`config.mk`:
```
export PLATFORM = sky130hd
export DESIGN_NAME = sd_adc_conv_sched
export DESIGN_NICKNAME = d
export VERILOG_FILES = /design/src/rtl/sd_adc_sched_pkg.sv /design/src/rtl/sd_adc_sched_timer.sv /design/src/rtl/sd_adc_conv_sched.sv
export SDC_FILE = /design/constraint.sdc
export NUM_CORES = 1
export LEC_CHECK = 0
export ABC_AREA = 1
export BUFFER_PORTS_ARGS = -buffer_cell sky130_fd_sc_hd__buf_2
export CORE_AREA = 2 2 96 98
export DETAILED_ROUTE_END_ITERATION = 6
export DIE_AREA = 0 0 98 100
export PLACE_DENSITY_LB_ADDON = 0.1
export SETUP_SLACK_MARGIN = 0.2
export SLEW_MARGIN = 0
export SYNTH_ARGS = -nofsm -noshare
export SYNTH_HDL_FRONTEND = slang
export SYNTH_SLANG_ARGS = --single-unit
```
`constraint.sdc`:
```
create_clock -name clk_adc -period 2.4 [get_ports clk_adc]
set_input_delay 0.48 -clock clk_adc [delete_from_list [all_inputs] [get_ports clk_adc]]
set_output_delay 0.48 -clock clk_adc [all_outputs]
set_load 0.02 [all_outputs]
```
`src/rtl/sd_adc_sched_pkg.sv`:
```
// -----------------------------------------------------------------------------
// sd_adc_sched_pkg
// Shared definitions for the sigma-delta ADC conversion scheduler:
// default parameter widths, the round-counter width and the scheduler
// state encoding.
// -----------------------------------------------------------------------------
package sd_adc_sched_pkg;

    localparam int unsigned NUM_CH_DEF   = 4;
    localparam int unsigned PERIOD_W_DEF = 16;
    localparam int unsigned TO_W_DEF     = 12;
    localparam int unsigned CONV_CNT_W   = 16;

    // Explicit encodings keep the legacy state values visible in waveforms.
    typedef enum logic [2:0] {
        S_IDLE  = 3'd0,
        S_ARM   = 3'd1,
        S_START = 3'd2,
        S_WAIT  = 3'd3,
        S_DONE  = 3'd4
    } sched_state_t;

endpackage

```
`src/rtl/sd_adc_sched_timer.sv`:
```
// -----------------------------------------------------------------------------
// sd_adc_sched_timer
// Free-running period counter for internally triggered conversion rounds.
// Counts 0..period-1 while run is high and pulses tick on the last count.
// period = 0 suppresses ticks. The compare is against the live period, so a
// period reduced below the current count wraps on the next cycle.
//
// Ports:
//   clk_adc      in   ADC clock
//   reset_adc_n  in   asynchronous active-low reset
//   i_clear      in   synchronous clear of the count
//   i_run        in   count enable (count held at 0 while low)
//   i_period     in   period in clk_adc cycles
//   o_tick       out  one-cycle tick on the last count of the period
// -----------------------------------------------------------------------------
module sd_adc_sched_timer #(
    parameter int unsigned PERIOD_W = 16
) (
    input  logic                clk_adc,
    input  logic                reset_adc_n,
    input  logic                i_clear,
    input  logic                i_run,
    input  logic [PERIOD_W-1:0] i_period,
    output logic                o_tick
);

    localparam logic [PERIOD_W-1:0] P_ONE = PERIOD_W'(1);

    logic [PERIOD_W-1:0] r_count;
    logic                w_last;

    // ">=" rather than "==" so a shrunk period cannot strand the count.
    assign w_last = (i_period != '0) && (r_count >= (i_period - P_ONE));
    assign o_tick = i_run && !i_clear && w_last;

    always_ff @(posedge clk_adc or negedge reset_adc_n) begin
        if (!reset_adc_n) begin
            r_count <= '0;
        end else if (i_clear || !i_run || (i_period == '0)) begin
            r_count <= '0;
        end else if (w_last) begin
            r_count <= '0;
        end else begin
            r_count <= r_count + P_ONE;
        end
    end

endmodule

```
`src/rtl/sd_adc_conv_sched.sv`:
```
// -----------------------------------------------------------------------------
// sd_adc_conv_sched
// Conversion scheduler for a bank of sigma-delta ADC channels. On a trigger
// event (external trig rising edge, or internal timer tick) it pulses
// start_adc to every enabled channel, waits for each channel's latch_en,
// and closes the round with a one-cycle done pulse. Overrun and timeout are
// reported as sticky flags.
//
// Ports:
//   clk_adc, reset_adc_n   clock, asynchronous active-low reset
//   enable                 scheduler enable (level)
//   mode                   0: external trig, 1: internal timer
//   period                 timer period, 0 disables timer triggers
//   trig                   external trigger level (rising edge = event)
//   ch_en                  channel enable mask, sampled at the event
//   timeout                max WAIT cycles, 0 = no timeout
//   clr_err                clears overrun / timeout_err
//   latch_en               per-channel result-latched strobe
//   start_adc              registered per-channel start pulse
//   busy                   high in START, WAIT or DONE
//   done                   registered one-cycle end-of-round pulse
//   done_mask              channels that latched in the last round
//   overrun                sticky: event arrived while busy
//   timeout_err            sticky: round ended by timeout
//   conv_count             completed-round counter (wraps)
// -----------------------------------------------------------------------------
module sd_adc_conv_sched
    import sd_adc_sched_pkg::*;
#(
    parameter int unsigned NUM_CH   = NUM_CH_DEF,
    parameter int unsigned PERIOD_W = PERIOD_W_DEF,
    parameter int unsigned TO_W     = TO_W_DEF
) (
    input  logic                  clk_adc,
    input  logic                  reset_adc_n,
    input  logic                  enable,
    input  logic                  mode,
    input  logic [PERIOD_W-1:0]   period,
    input  logic                  trig,
    input  logic [NUM_CH-1:0]     ch_en,
    input  logic [TO_W-1:0]       timeout,
    input  logic                  clr_err,
    input  logic [NUM_CH-1:0]     latch_en,
    output logic [NUM_CH-1:0]     start_adc,
    output logic                  busy,
    output logic                  done,
    output logic [NUM_CH-1:0]     done_mask,
    output logic                  overrun,
    output logic                  timeout_err,
    output logic [CONV_CNT_W-1:0] conv_count
);

    localparam logic [TO_W-1:0]       TO_ONE  = TO_W'(1);
    localparam logic [CONV_CNT_W-1:0] CNT_ONE = CONV_CNT_W'(1);

    sched_state_t          r_state;
    logic                  r_trig_d;
    logic [NUM_CH-1:0]     r_active;
    logic [NUM_CH-1:0]     r_pending;
    logic [TO_W-1:0]       r_to_cnt;
    logic [NUM_CH-1:0]     r_start_adc;
    logic                  r_done;
    logic [NUM_CH-1:0]     r_done_mask;
    logic                  r_overrun;
    logic                  r_timeout_err;
    logic [CONV_CNT_W-1:0] r_conv_count;

    logic                  w_tick;
    logic                  w_event;
    logic                  w_busy;
    logic                  w_timer_clear;
    logic                  w_timer_run;
    logic [NUM_CH-1:0]     w_pend_next;
    logic                  w_to_hit;
    logic                  w_end_ok;
    logic                  w_end_to;

    sd_adc_sched_timer #(
        .PERIOD_W (PERIOD_W)
    ) u_timer (
        .clk_adc     (clk_adc),
        .reset_adc_n (reset_adc_n),
        .i_clear     (w_timer_clear),
        .i_run       (w_timer_run),
        .i_period    (period),
        .o_tick      (w_tick)
    );

    assign w_timer_clear = (r_state == S_IDLE) && enable;
    assign w_timer_run   = (r_state != S_IDLE);

    assign w_event = mode ? w_tick : (trig & ~r_trig_d);
    assign w_busy  = (r_state == S_START) || (r_state == S_WAIT) || (r_state == S_DONE);

    // pending only ever holds active bits, so latch_en outside active is inert.
    assign w_pend_next = r_pending & ~latch_en;
    assign w_to_hit    = (timeout != '0) && (r_to_cnt == (timeout - TO_ONE));
    // Completion takes priority over a coincident timeout.
    assign w_end_ok    = (r_state == S_WAIT) && (w_pend_next == '0);
    assign w_end_to    = (r_state == S_WAIT) && (w_pend_next != '0) && w_to_hit;

    always_ff @(posedge clk_adc or negedge reset_adc_n) begin
        if (!reset_adc_n) begin
            r_state       <= S_IDLE;
            r_trig_d      <= 1'b0;
            r_active      <= '0;
            r_pending     <= '0;
            r_to_cnt      <= '0;
            r_start_adc   <= '0;
            r_done        <= 1'b0;
            r_done_mask   <= '0;
            r_conv_count  <= '0;
        end else begin
            r_trig_d    <= trig;
            r_start_adc <= '0;
            r_done      <= 1'b0;

            case (r_state)
                S_IDLE: begin
                    if (enable) r_state <= S_ARM;
                end
                S_ARM: begin
                    if (!enable) begin
                        r_state <= S_IDLE;
                    end else if (w_event && (ch_en != '0)) begin
                        r_state     <= S_START;
                        r_active    <= ch_en;
                        r_pending   <= ch_en;
                        r_to_cnt    <= '0;
                        r_start_adc <= ch_en;
                    end
                end
                S_START: begin
                    r_state <= S_WAIT;
                end
                S_WAIT: begin
                    r_pending <= w_pend_next;
                    r_to_cnt  <= r_to_cnt + TO_ONE;
                    if (w_end_ok || w_end_to) begin
                        r_state      <= S_DONE;
                        r_done       <= 1'b1;
                        r_done_mask  <= r_active & ~w_pend_next;
                        r_conv_count <= r_conv_count + CNT_ONE;
                    end
                end
                S_DONE: begin
                    r_state <= enable ? S_ARM : S_IDLE;
                end
                default: begin
                    r_state <= S_IDLE;
                end
            endcase
        end
    end

    // Sticky flags: a set in the same cycle as clr_err wins.
    always_ff @(posedge clk_adc or negedge reset_adc_n) begin
        if (!reset_adc_n) begin
            r_overrun     <= 1'b0;
            r_timeout_err <= 1'b0;
        end else begin
            if (w_event && w_busy) begin
                r_overrun <= 1'b1;
            end else if (clr_err) begin
                r_overrun <= 1'b0;
            end

            if (w_end_to) begin
                r_timeout_err <= 1'b1;
            end else if (clr_err) begin
                r_timeout_err <= 1'b0;
            end
        end
    end

    assign start_adc   = r_start_adc;
    assign busy        = w_busy;
    assign done        = r_done;
    assign done_mask   = r_done_mask;
    assign overrun     = r_overrun;
    assign timeout_err = r_timeout_err;
    assign conv_count  = r_conv_count;

endmodule
```
-- Word-level counts from Yosys, hierarchy flattened
Cells that the tools add are included.
- reductions and logical operators: 32
- eq/ne operators: 10
- $add $sub $neg: 5
- $lt $le $gt $ge: 1
- bitwise gates (word level): 6
- muxes and demuxes: 23
- operator list (cell ; count):
    $add 16x1->16 const B ; 2
    $mux 16 ; 2
    $mux 12 ; 2
    $pmux 12 s2 ; 1
    $mux 4 ; 5
    $ge 16x16->1 ; 1
    $logic_not 16->1 ; 1
    $reduce_bool 16->1 ; 1
    $sub 16x1->16 const B ; 1
    $pmux 3 s5 ; 1
    $add 12x1->12 const B ; 1
    $eq 12x12->1 ; 1
    $mux 3 ; 4
    $reduce_bool 12->1 ; 1
    $sub 12x1->12 const B ; 1
    $logic_and 1x1->1 ; 10
    $reduce_and 3->1 ; 3
    $and 4x4->4 ; 2
    $not 4->4 ; 2
    $pmux 4 s2 ; 1
    $reduce_bool 4->1 ; 2
    $mux 1 ; 7
    $eq 3x2->1 const B ; 2
    $ne 2x2->1 const B ; 3
    other kinds (13) ; 20
- flip-flop bits (word level): 67
- bits of input ports: 42
- output and inout bits: 28
- logic and storage cells: 89

-- Longest topological paths before layout
Gate-level depths: netlist of run 1.
- word-level depth: 10
- depth in mapped cells: 24
- mapped depth without buffers: 24

-- Modules after synthesis
Synthesis of run 1 repeated with hierarchy kept, for this count alone.
- cell total of the unflattened synthesis: 666
- area total of the unflattened synthesis: 4704.5 sq um
- by module, submodules not included (module ; seq. area each (sq um) ; cells an instance ; instances ; area each (sq um)):
    sd_adc_conv_sched ; 1276.2 ; 415 ; 1 ; 3030.4
    sd_adc_sched_timer ; 400.4 ; 251 ; 1 ; 1674.1

-- Worst setup path before layout of run 1
Ideal clock, no wire load.
- kind: input-to-reg
- start point: in period[0]
- end point: reg r_to_cnt[10]
- arrival: 2.926 ns
- cell stages on the path: 20
- setup slack: -0.644 ns
- path buffers: 1
- data required time: 2.282 ns
- setup time: 0.118 ns
- cells stage by stage: inv_1 -> ha_1 -> inv_1 -> nor2_1 -> inv_1 -> nor4_1 -> nand3_1 -> xor2_1 -> inv_1 -> ha_1 -> nand2_1 -> nor3_1 -> nand2_1 -> nand2_1 -> nand2_1 -> nand2_1 -> nand4_2 -> buf_2 -> nand3_1 -> nand2_1
- cells in the longest elaborated chain, start to end: 8
- elaborated cells on any way between the ends: 9
- those cells by class: 1 x add/sub; 1 x order compare; 1 x eq/ne; 1 x mux; 5 x reduce/logical
- RTL lines (what ; RTL line ; RTL):
    from (decl) ; sd_adc_conv_sched.sv:38 ; input logic [PERIOD_W-1:0] period,
    $sub 16x1->16 ; sd_adc_sched_timer.sv:33 ; assign w_last = (i_period != '0) && (r_count >= (i_period - P_ONE));
    $ge 16x16->1 ; sd_adc_sched_timer.sv:33 ;
    $logic_and 1x1->1 * ; sd_adc_sched_timer.sv:33 ;
    $logic_and 1x1->1 * ; sd_adc_sched_timer.sv:34 ; assign o_tick = i_run && !i_clear && w_last;
    $mux 1 * ; sd_adc_conv_sched.sv:92 ; assign w_event = mode ? w_tick : (trig & ~r_trig_d);
    $logic_and 1x1->1 * ; sd_adc_conv_sched.sv:125 ; end else if (w_event && (ch_en != '0)) begin
    $ne 2x2->1 (no line) * ; -- ;
    $reduce_and 3->1 (no line) * ; -- ;
    to (signal assigned) ; sd_adc_conv_sched.sv:138 ; r_to_cnt <= r_to_cnt + TO_ONE;
    to (decl) ; sd_adc_conv_sched.sv:60 ; logic [TO_W-1:0] r_to_cnt;
Mark *: on every way between the ends. The rest lies on a longest branch, timed or not.
A chain may end at the register's enable or synchronous reset.

-- Final worst setup path of run 1
- start point: in period[4]
- end point: reg u_timer.r_count[0]
- cells in the longest elaborated chain, start to end: 5
- elaborated cells on any way between the ends: 8
- those cells by class: 1 x add/sub; 1 x order compare; 2 x mux; 4 x reduce/logical
- RTL lines (what ; RTL line ; RTL):
    $sub 16x1->16 ; sd_adc_sched_timer.sv:33 ;
    $ge 16x16->1 ; sd_adc_sched_timer.sv:33 ;
    $logic_and 1x1->1 ; sd_adc_sched_timer.sv:33 ;
    $mux 16 ; sd_adc_sched_timer.sv:41 ; end else if (w_last) begin
    $mux 16 * ; sd_adc_sched_timer.sv:39 ; end else if (i_clear || !i_run || (i_period == '0)) begin
    to (signal assigned) ; sd_adc_sched_timer.sv:44 ; r_count <= r_count + P_ONE;
    to (decl) ; sd_adc_sched_timer.sv:29 ; logic [PERIOD_W-1:0] r_count;
Marked as above.

==> summary.md, run 1 <==
| Metric | Value |
|---|---|
| Max-slew headroom | `61.7%` |
| Clk_skew | `0.00838 ns` |
| Via density | `5.09` |
| Core box area | `0.00889 sq mm` |
| Register area share after synthesis | `35.4%` |
| Layout area overhead | `30.3%` |
| Clock sinks | `67` |
| Syn nets | `722` |
| Yosys warning count | `0` |
| Antenna violations before repair | `0` |
| Failing checks | `negative setup slack` |
| Final non-filler cell total | `890` |
| Path depth of the worst reg2reg path | `14` |
| Syn Area/Cell | `7.20 sq um` |
| Wire length per cell | `13.1 microns` |
| CTS H-Tree Depth | `3` |
| Setup ws final | `-0.483 ns` |
| Final-layout fill cell count | `735` |
| Die height | `100 microns` |
| Worst-path clk slew | `0.08 ns` |
| Die X | `98 microns` |
| Cell Area, Synth | `0.00474 sq mm` |
| Largest net degree at the start of global routing | `45` |
| Placed cell count | `858` |
| Overall Global Routing Usage | `24.0%` |
| Final Util | `69.5%` |
| Worst min path class | `input pin to asynchronous set/reset pin` |
| Ant. Diodes | `0` |
| WP data arrival | `3.11 ns` |
| Top Ports | `70` |
| Clock latency on the worst-skew pair | `0.34 ns` |
| Clk root buf | `clkbuf_8` |
| MaxCap Viol Count | `0` |
| R2R Path End | `u_timer.r_count[0]` |
| Prevailing post-synth register cell | `dfrtp_1` |
| Crit-path max FO | `8` |
| Total CTS buffers | `9` |
| Top cells by area, synth | `dfrtp_1 (35%), nand2_1 (14%), inv_1 (7.4%), nand3_1 (6.1%), ha_1 (5.8%)` |
| Worst Tran Pin Value | `0.575 ns` |
| CP startpoint kind | `input pin` |
| TritonCTS clock tree | `done` |
| Final ANT Viol Nets | `0` |
| Status | `finished, violations left` |
| Port Buffer Count | `69` |
| Max Fclk | `0.347 GHz` |
| Number of synthesized flops with an enable pin | `0` |
| Asr flop ratio synth | `100%` |
| Yosys reg bits | `67` |
| Clock buffer depth | `2` |
| Initial core utilization | `53.3%` |
| Grt ovf | `0` |
| Area leader, netlist | `dfrtp_1` |
| Part of the cycle the worst path needs | `120%` |
| First drt pass iteration count | `4` |
| WS Path Type | `input pin to flip-flop` |
| Cell count after synthesis | `658` |
| Via Count | `4526` |
| DRT Wirelength | `11600 microns` |
| FF-to-FF setup slack | `0.27 ns` |
| DRC | `0` |
| Synth top area share | `35.4%` |
| Fin nets | `838` |
| Post-CTS Hold Fix Bufs | `0` |
| Setup violators final | `43` |
| Die area | `0.00980 sq mm` |
| Leakage | `3.16 nW` |
| Worst EP required | `2.63 ns` |
| R2r startpoint | `u_timer.r_count[3]` |
| Peak VDD IR | `0.659 mV` |
| Drt initial violations | `135` |
| Placer Congestion | `0.868` |
| Endpoint type of the worst setup path | `flip-flop` |
| RSZ-0062 raised after global routing | `yes` |
| First-pass GRT wire length | `19500 microns` |
| PD cells | `717 mW/mm^2` |
| Vias in the first global route | `4405` |
| DP HPWL | `8360 microns` |
| Rows | `35` |
| Layout cells sized above 1 | `30.2%` |
| Fin crit period | `2.88 ns` |
| Final Max Slew Viols | `0` |
| Hold Fails Final Rpt | `0` |
| Synth unique cells | `38` |
==> where the power goes <==
part           internal (W)  total [W]  switching [W]
logic              0.000662    0.00179        0.00113
registers           0.00137    0.00163       0.000254
clock network      0.000583    0.00101       0.000426
total               0.00262    0.00443        0.00181
==> cell families after synthesis <==
family / Yosys count / share of synthesized area, %
flops: 67 / 35.4
compound gates: 39 / 4.78
buf+inv: 110 / 9.40
fa+ha+maj: 22 / 5.81
simple gates: 378 / 36.9
xor+xnor: 42 / 7.76
==> final cells by class <==
type | count | area [sq um] | area share, %
inverter | 100 | 380 | 6.16
timing repair buffer | 115 | 797 | 12.9
tap | 111 | 139 | 2.25
sequential | 67 | 1680 | 27.1
clock buffer | 11 | 131 | 2.13
multi-input combinational | 481 | 2980 | 48.2
clock inverter | 5 | 77.6 | 1.26
==> through the flow <==
step | hold slack (ns) | area, sq um | TNS [ns] | setup WS [ns] | total power [W]
6_report | 0.131 | 6180 | -16.98 | -0.483 | 0.00443
2_1_floorplan | 0.184 | 4860 | -16.91 | -0.479 | 0.00274
5_1_grt | 0.158 | 6180 | -21.80 | -0.580 | 0.00475
3_3_place_gp | 0.446 | 5520 | -26.61 | -0.747 | 0.00313
3_5_place_dp | 0.461 | 5520 | -30.78 | -0.849 | 0.00320
4_1_cts | 0.136 | 6010 | -11.27 | -0.369 | 0.00432
==> sequential cells by signal, summed over array words and instances (netlist names) <==
register,flops
conv_count,16
done,1
done_mask,4
overrun,1
r_active,4
r_pending,4
r_state,3
r_to_cnt,12
r_trig_d,1
start_adc,4
timeout_err,1
u_timer.r_count,16
==> cell usage after synthesis (7+ instances only) <==
master   number
a21oi_1       8
dfrtp_1      67
ha_1         22
inv_1        93
inv_2         7
nand2_1     181
nand3_1      58
nand4_1      18
nor2_1       61
nor3_1       18
o21ai_0      15
xnor2_1      12
xor2_1       30
==> worst max-delay path: stages <==
cell     delay [ns]
buf_8          0.10
nor2_4         0.09
nand2_2        0.08
nor4_4         0.28
nand2_1        0.10
or2_4          0.27
nor3_4         0.12
xor2_1         0.09
ha_1           0.33
nand2_2        0.11
nor3_4         0.21
nand2_2        0.10
buf_4          0.14
buf_6          0.10
nand4_1        0.13
buf_6          0.21
buf_6          0.12
nor2_4         0.03
==> worst max path at each step <==
stage              start                 end  slack [ns]  cells after the start
3_5_place_dp   period[6]         r_to_cnt[8]       -0.85                     19
4_1_cts        period[4]        r_pending[2]       -0.37                     20
6_report       period[4]  u_timer.r_count[0]       -0.48                     18
2_1_floorplan  period[6]         r_to_cnt[7]       -0.48                     18
5_1_grt        period[4]        r_pending[0]       -0.58                     20
3_3_place_gp   period[6]         r_to_cnt[7]       -0.75                     19
==> routing by layer <==
metal	vias up	routed length [microns]	GRT usage, %
met5	-	0	0
met4	0	120	6.73
met3	10	501	4.53
met2	101	5540	40.2
met1	2091	5470	32.2
li1	2324	-	-
==> repair_timing <==
| item | 4_1_cts | 5_1_grt |
|---|---|---|
| pin swaps | 33 | 5 |
| endpoints found under the setup margin | 43 | 45 |
| buffers inserted | 12 | 2 |
| gates resized for setup | 46 | 42 |
| cloned | 2 | 0 |
==> cells in the final DEF, fill, tap and decap left out, drive strengths merged <==
cell      instances
clkinvlp          1
buf             114
clkbuf           12
dfrtp            67
o21a              1
nand2           186
ha               22
bufinv            2
xor2             30
inv             100
xnor2            12
a31oi             1
nor3             20
nor3b             2
o211ai            1
nor2             69
nand3b            3
nor4              7
a21oi             8
o21bai            1
nand3            65
clkinv            2
nand4            19
or2               6
o21ai            27
or3               1
Note: power is estimated with default switching activity, not from simulation.
==> run 2: changes to the inputs <==
Settings changed: PLACE_DENSITY set to 0.82, PLACE_DENSITY_LB_ADDON 0.1 to unset.
==> summary.md, run 2 (same netlist as run 1, synthesis figures left out) <==
| Metric | Value |
|---|---|
| Total power | `0.00452 W (was 0.00443 W)` |
| Drt initial violations | `295 (was 135)` |
| CP startpoint kind | `input pin (unchanged)` |
| Die area | `0.00980 sq mm (unchanged)` |
| Final Util | `70.0% (was 69.5%)` |
| Crit-path max FO | `6 (was 8)` |
| Clock latency on the worst-skew pair | `0.35 ns (was 0.34 ns)` |
| Largest net degree at the start of global routing | `29 (was 45)` |
| Vias in the first global route | `4557 (was 4405)` |
| Port Buffer Count | `69 (unchanged)` |
| FF-to-FF setup slack | `0.12 ns (was 0.27 ns)` |
| Setup ws final | `-0.551 ns (was -0.483 ns)` |
| Hold Fails Final Rpt | `0 (unchanged)` |
| Die X | `98 microns (unchanged)` |
| Ant. Diodes | `0 (unchanged)` |
| Layout area overhead | `31.3% (was 30.3%)` |
| Worst-path clk slew | `0.08 ns (about the same)` |
| Max Fclk | `0.339 GHz (was 0.347 GHz)` |
| Rows | `35 (unchanged)` |
| Crit path from | `period[2] (was period[4])` |
| Total CTS buffers | `9 (unchanged)` |
| CP endpoint | `r_to_cnt[11] (was u_timer.r_count[0])` |
| DP HPWL | `8480 microns (was 8360 microns)` |
| Final ANT Viol Nets | `0 (unchanged)` |
| Max-slew headroom | `63.4% (was 61.7%)` |
| RSZ-0062 raised after global routing | `yes (unchanged)` |
| WP data arrival | `3.19 ns (was 3.11 ns)` |
| Top Ports | `70 (unchanged)` |
| Layout cells sized above 1 | `30.2% (about the same)` |
| DRC | `0 (unchanged)` |
| Placer Congestion | `0.873 (was 0.868)` |
| Endpoint type of the worst setup path | `flip-flop (unchanged)` |
| Fin crit period | `2.95 ns (was 2.88 ns)` |
| First-pass GRT wire length | `20100 microns (was 19500 microns)` |
| Final non-filler cell total | `898 (was 890)` |
| Via density | `5.40 (was 5.09)` |
| Peak VDD IR | `0.491 mV (was 0.659 mV)` |
| Antenna violations before repair | `0 (unchanged)` |
| Clock buffer depth | `2 (unchanged)` |
| Final Max Slew Viols | `0 (unchanged)` |
| R2R Path End | `r_to_cnt[11] (was u_timer.r_count[0])` |
| Grt ovf | `0 (unchanged)` |
| Setup violators final | `43 (unchanged)` |
| TritonCTS clock tree | `done (unchanged)` |
| Fin nets | `846 (was 838)` |
| Die height | `100 microns (unchanged)` |
| Worst min path class | `input pin to asynchronous set/reset pin (unchanged)` |
| Via Count | `4851 (was 4526)` |
| Most frequent cells in the layout | `nand2_1 (174), inv_1 (87), dfrtp_1 (67) (was nand2_1 (167), inv_1 (86), dfrtp_1 (67))` |
| Worst hold slack | `0.0996 ns (was 0.131 ns)` |
| PD cells | `727 mW/mm^2 (was 717 mW/mm^2)` |
| Core box area | `0.00889 sq mm (unchanged)` |
| Placed cell count | `864 (was 858)` |
| Worst Tran Pin Value | `0.548 ns (was 0.575 ns)` |
| CTS H-Tree Depth | `3 (unchanged)` |
| Initial core utilization | `53.3% (unchanged)` |
| DRT Wirelength | `12900 microns (was 11600 microns)` |
| Most common cell after layout, fill and taps aside | `nand2_1 (unchanged)` |
| Clk root buf | `clkbuf_8 (unchanged)` |
| First drt pass iteration count | `5 (was 4)` |
| Status | `finished, violations left (unchanged)` |
| Clock sinks | `67 (unchanged)` |
| WS Path Type | `input pin to flip-flop (unchanged)` |
| Path depth of the worst reg2reg path | `15 (was 14)` |
| Overall Global Routing Usage | `24.9% (was 24.0%)` |
| MaxCap Viol Count | `0 (unchanged)` |
| Wire length per cell | `14.4 microns (was 13.1 microns)` |
| Worst EP required | `2.64 ns (was 2.63 ns)` |
| Part of the cycle the worst path needs | `123% (was 120%)` |
| R2r startpoint | `u_timer.r_count[5] (was u_timer.r_count[3])` |
| Clk_skew | `0.00943 ns (was 0.00838 ns)` |
| Leakage | `3.20 nW (was 3.16 nW)` |
| Failing checks | `negative setup slack (unchanged)` |
## run 2: layout make-up
cell class,instances,area (sq um)
fill,670,2670
tap,111,139
sequential,67,1680
inverter,100,393
timing repair buffer,123,881
clock buffer,10,128
clock inverter,6,90.1
multi-input combinational,481,2920
## run 2: layer usage
layer	vias to the layer above	routed length, microns	GRT usage, %
met4	0	513	10.5
met2	188	6370	42.6
met3	56	710	3.97
li1	2348	-	-
met1	2259	5320	31.5
met5	-	0	0
## run 2: how the worst min path moves through the flow
| stage | startpoint | to | slack [ns] | cells past startpoint |
|---|---|---|---|---|
| global route | reset_adc_n | conv_count[13] | 0.15 | 1 |
| finish | reset_adc_n | conv_count[12] | 0.1 | 1 |
| floorplan | reset_adc_n | conv_count[0] | 0.18 | 0 |
| CTS | reset_adc_n | conv_count[12] | 0.12 | 1 |
| detailed placement | done_mask[1] | done_mask[1] | 0.46 | 2 |
| global placement | u_timer.r_count[0] | u_timer.r_count[0] | 0.44 | 1 |
## run 2: stage by stage
stage	setup slack, ns	instance area, sq um	TNS [ns]
after floorplan	-0.479	4860	-16.91
after global placement	-0.685	5540	-25.71
after detailed placement	-0.806	5540	-30.10
after CTS	-0.324	6020	-8.52
after global routing	-0.671	6220	-25.51
final	-0.551	6220	-20.46
## run 2: worst max-delay path, cell delays in order
cell and delay, ns:
buf_6 0.10, inv_4 0.05, buf_4 0.10, nand2_1 0.10, nor2_4 0.17, buf_4 0.12, buf_4 0.09, buf_4 0.09
xor2_1 0.17, inv_1 0.07, ha_1 0.28, nand2_1 0.06, inv_1 0.05, nand2_1 0.08, inv_1 0.09, nand2_1 0.08
nand2_1 0.13, nand2_1 0.11, nand2_1 0.09, nand2_1 0.07, nand2_2 0.12, nand4_4 0.16, clkbuf_16 0.22, nand3_2 0.05
nand2_1 0.05
## run 2: report_power, final
| part | internal, W | switching (W) |
|---|---|---|
| clock network | 0.000587 | 0.000459 |
| registers | 0.00137 | 0.000282 |
| logic | 0.000705 | 0.00112 |
| total | 0.00266 | 0.00186 |
## run 2: timing repair
action / 4_1_cts / 5_1_grt
hold buffers: 0 / 0
cloned: 1 / 0
endpoints found under the setup margin: 43 / 47
pin swaps: 28 / 18
gates resized for setup: 39 / 44
buffers inserted: 11 / 6
==> run 3: changes to the inputs <==
Settings changed: CTS_CLUSTER_DIAMETER set to 40, RECOVER_POWER set to 25.
==> summary.md, run 3 (same netlist as run 1, synthesis figures left out) <==
| Metric | Value |
|---|---|
| DRC | `0 (unchanged)` |
| Layout area overhead | `31.2% (was 31.3%)` |
| CP endpoint | `r_to_cnt[11] (unchanged)` |
| Leakage | `3.20 nW (about the same)` |
| Die area | `0.00980 sq mm (unchanged)` |
| Most common cell after layout, fill and taps aside | `nand2_1 (unchanged)` |
| DRT Wirelength | `12900 microns (about the same)` |
| Dpl cell area | `0.00554 sq mm (unchanged)` |
| Status | `finished, violations left (unchanged)` |
| First-pass GRT wire length | `20100 microns (unchanged)` |
| WP data arrival | `3.19 ns (about the same)` |
| Final ANT Viol Nets | `0 (unchanged)` |
| Worst EP required | `2.64 ns (about the same)` |
| Clock sinks | `67 (unchanged)` |
| Fin crit period | `2.95 ns (about the same)` |
| Initial core utilization | `53.3% (unchanged)` |
| Max Fclk | `0.339 GHz (about the same)` |
| Via Count | `4855 (was 4851)` |
| Failing checks | `negative setup slack (unchanged)` |
| MaxCap Viol Count | `0 (unchanged)` |
| Total CTS buffers | `9 (unchanged)` |
| WS Path Type | `input pin to flip-flop (unchanged)` |
| Grt ovf | `0 (unchanged)` |
| Path depth of the worst reg2reg path | `15 (unchanged)` |
| Overall Global Routing Usage | `24.9% (unchanged)` |
| Max-slew headroom | `12.7% (was 63.4%)` |
| First drt pass iteration count | `5 (unchanged)` |
| Setup violators final | `43 (unchanged)` |
| Peak VDD IR | `0.491 mV (about the same)` |
| R2R Path End | `r_to_cnt[11] (unchanged)` |
| Placed cell count | `864 (unchanged)` |
| Setup ws final | `-0.550 ns (was -0.551 ns)` |
| Placer Congestion | `0.873 (unchanged)` |
| Vias in the first global route | `4557 (unchanged)` |
| Final non-filler cell total | `898 (unchanged)` |
| CTS H-Tree Depth | `3 (unchanged)` |
| Clk_skew | `0.00941 ns (was 0.00943 ns)` |
| Sequential share of power | `36.6% (about the same)` |
| Part of the cycle the worst path needs | `123% (about the same)` |
| Layout cells sized above 1 | `30.1% (was 30.2%)` |
| Worst-path clk slew | `0.08 ns (about the same)` |
| Clock share of power | `23.1% (about the same)` |
| RSZ-0062 raised after global routing | `yes (unchanged)` |
| Top Ports | `70 (unchanged)` |
| Wire length per cell | `14.4 microns (about the same)` |
| Total power | `0.00452 W (about the same)` |
| Worst Tran Pin Value | `1.31 ns (was 0.548 ns)` |
| Ant. Diodes | `0 (unchanged)` |
| Post-CTS Hold Fix Bufs | `0 (unchanged)` |
| Die height | `100 microns (unchanged)` |
| FF-to-FF setup slack | `0.13 ns (was 0.12 ns)` |
| R2r startpoint | `u_timer.r_count[5] (unchanged)` |
| Gate power share | `40.3% (about the same)` |
| Hold Fails Final Rpt | `0 (unchanged)` |
| Die X | `98 microns (unchanged)` |
| Most frequent cells in the layout | `nand2_1 (174), inv_1 (87), dfrtp_1 (67) (unchanged)` |
| Via density | `5.41 (was 5.40)` |
| Sw frac | `41.1% (about the same)` |
| Worst hold slack | `0.265 ns (was 0.0996 ns)` |
| Cell-internal power | `0.00266 W (about the same)` |
| Largest net degree at the start of global routing | `29 (unchanged)` |
| Port Buffer Count | `69 (unchanged)` |
| Drt initial violations | `292 (was 295)` |
| DP HPWL | `8480 microns (unchanged)` |
| PD cells | `727 mW/mm^2 (about the same)` |
| Endpoint type of the worst setup path | `flip-flop (unchanged)` |
| Design area | `0.00622 sq mm (about the same)` |
| CP startpoint kind | `input pin (unchanged)` |
| Fin nets | `846 (unchanged)` |
| Clock latency on the worst-skew pair | `0.35 ns (about the same)` |
| TritonCTS clock tree | `done (unchanged)` |
| Rows | `35 (unchanged)` |
| Core box area | `0.00889 sq mm (unchanged)` |
| Antenna violations before repair | `0 (unchanged)` |
| P_sw | `0.00186 W (about the same)` |
| Worst min path class | `input pin to flip-flop (was input pin to asynchronous set/reset pin)` |
| Final Max Slew Viols | `0 (unchanged)` |
| Clk root buf | `clkbuf_8 (unchanged)` |
| Crit path from | `period[2] (unchanged)` |
| Crit-path max FO | `6 (unchanged)` |
| Clock buffer depth | `2 (unchanged)` |
| Pre-CTS WS | `-0.806 ns (unchanged)` |
run 3: cell count changes in the layout (fill, tap and decap cells not counted), sizes merged:
cell / delta
buf: -2
clkbuf: +2
run 3: worst min path at each step:
stage                                    end  slack (ns)  cells past startpoint               start
final                               r_trig_d        0.27                      1                trig
after CTS                     conv_count[12]        0.12                      1         reset_adc_n
after global routing                r_trig_d        0.25                      1                trig
after global placement    u_timer.r_count[0]        0.44                      1  u_timer.r_count[0]
after floorplan                conv_count[0]        0.18                      0         reset_adc_n
after detailed placement        done_mask[1]        0.46                      2        done_mask[1]
run 3: critical path, cell delays in order:
cell	delay, ns
buf_6	0.10
inv_4	0.05
buf_4	0.10
nand2_1	0.10
nor2_4	0.17
buf_4	0.12
buf_4	0.09
buf_4	0.09
xor2_1	0.17
inv_1	0.07
ha_1	0.28
nand2_1	0.06
inv_1	0.05
nand2_1	0.08
inv_1	0.09
nand2_1	0.08
nand2_1	0.12
nand2_1	0.11
nand2_1	0.09
nand2_1	0.07
nand2_2	0.12
nand4_4	0.16
clkbuf_16	0.22
nand3_2	0.05
nand2_1	0.05
run 3: cell type report:
class	instances	area (sq um)
Timing Repair Buffer	123	877
Tap cell	111	139
Multi-Input combinational cell	481	2920
Clock inverter	6	90.1
Inverter	100	393
Sequential cell	67	1680
Clock buffer	10	128
Fill cell	671	2670
run 3: power groups by stage:
stage	clock network (W)	registers, W	logic, W
after floorplan	0	0.00166	0.00108
after detailed placement	0	0.00165	0.00160
after global placement	0	0.00164	0.00152
final	0.00105	0.00166	0.00182
after CTS	0.00105	0.00164	0.00168
after global routing	0.00110	0.00168	0.00203
run 3: routing by layer:
metal | global-route usage (%) | part of all wire, %
met1 | 31.5 | 41
met2 | 42.6 | 49
met3 | 3.97 | 5.7
met4 | 10.5 | 3.8
met5 | 0 | 0
run 3: per-stage QoR:
step	util [%]	setup TNS (ns)
floorplan	-	-16.91
global placement	62.3	-25.71
detailed placement	62.3	-30.10
CTS	67.8	-8.52
global route	70.0	-25.51
finish	70.0	-20.39
run 3: what timing repair did:
action	in CTS	in global routing
gates cloned	1	0
gates resized for setup	39	44
pin swaps	28	18
endpoints found under the setup margin	43	47
setup buffers	11	6
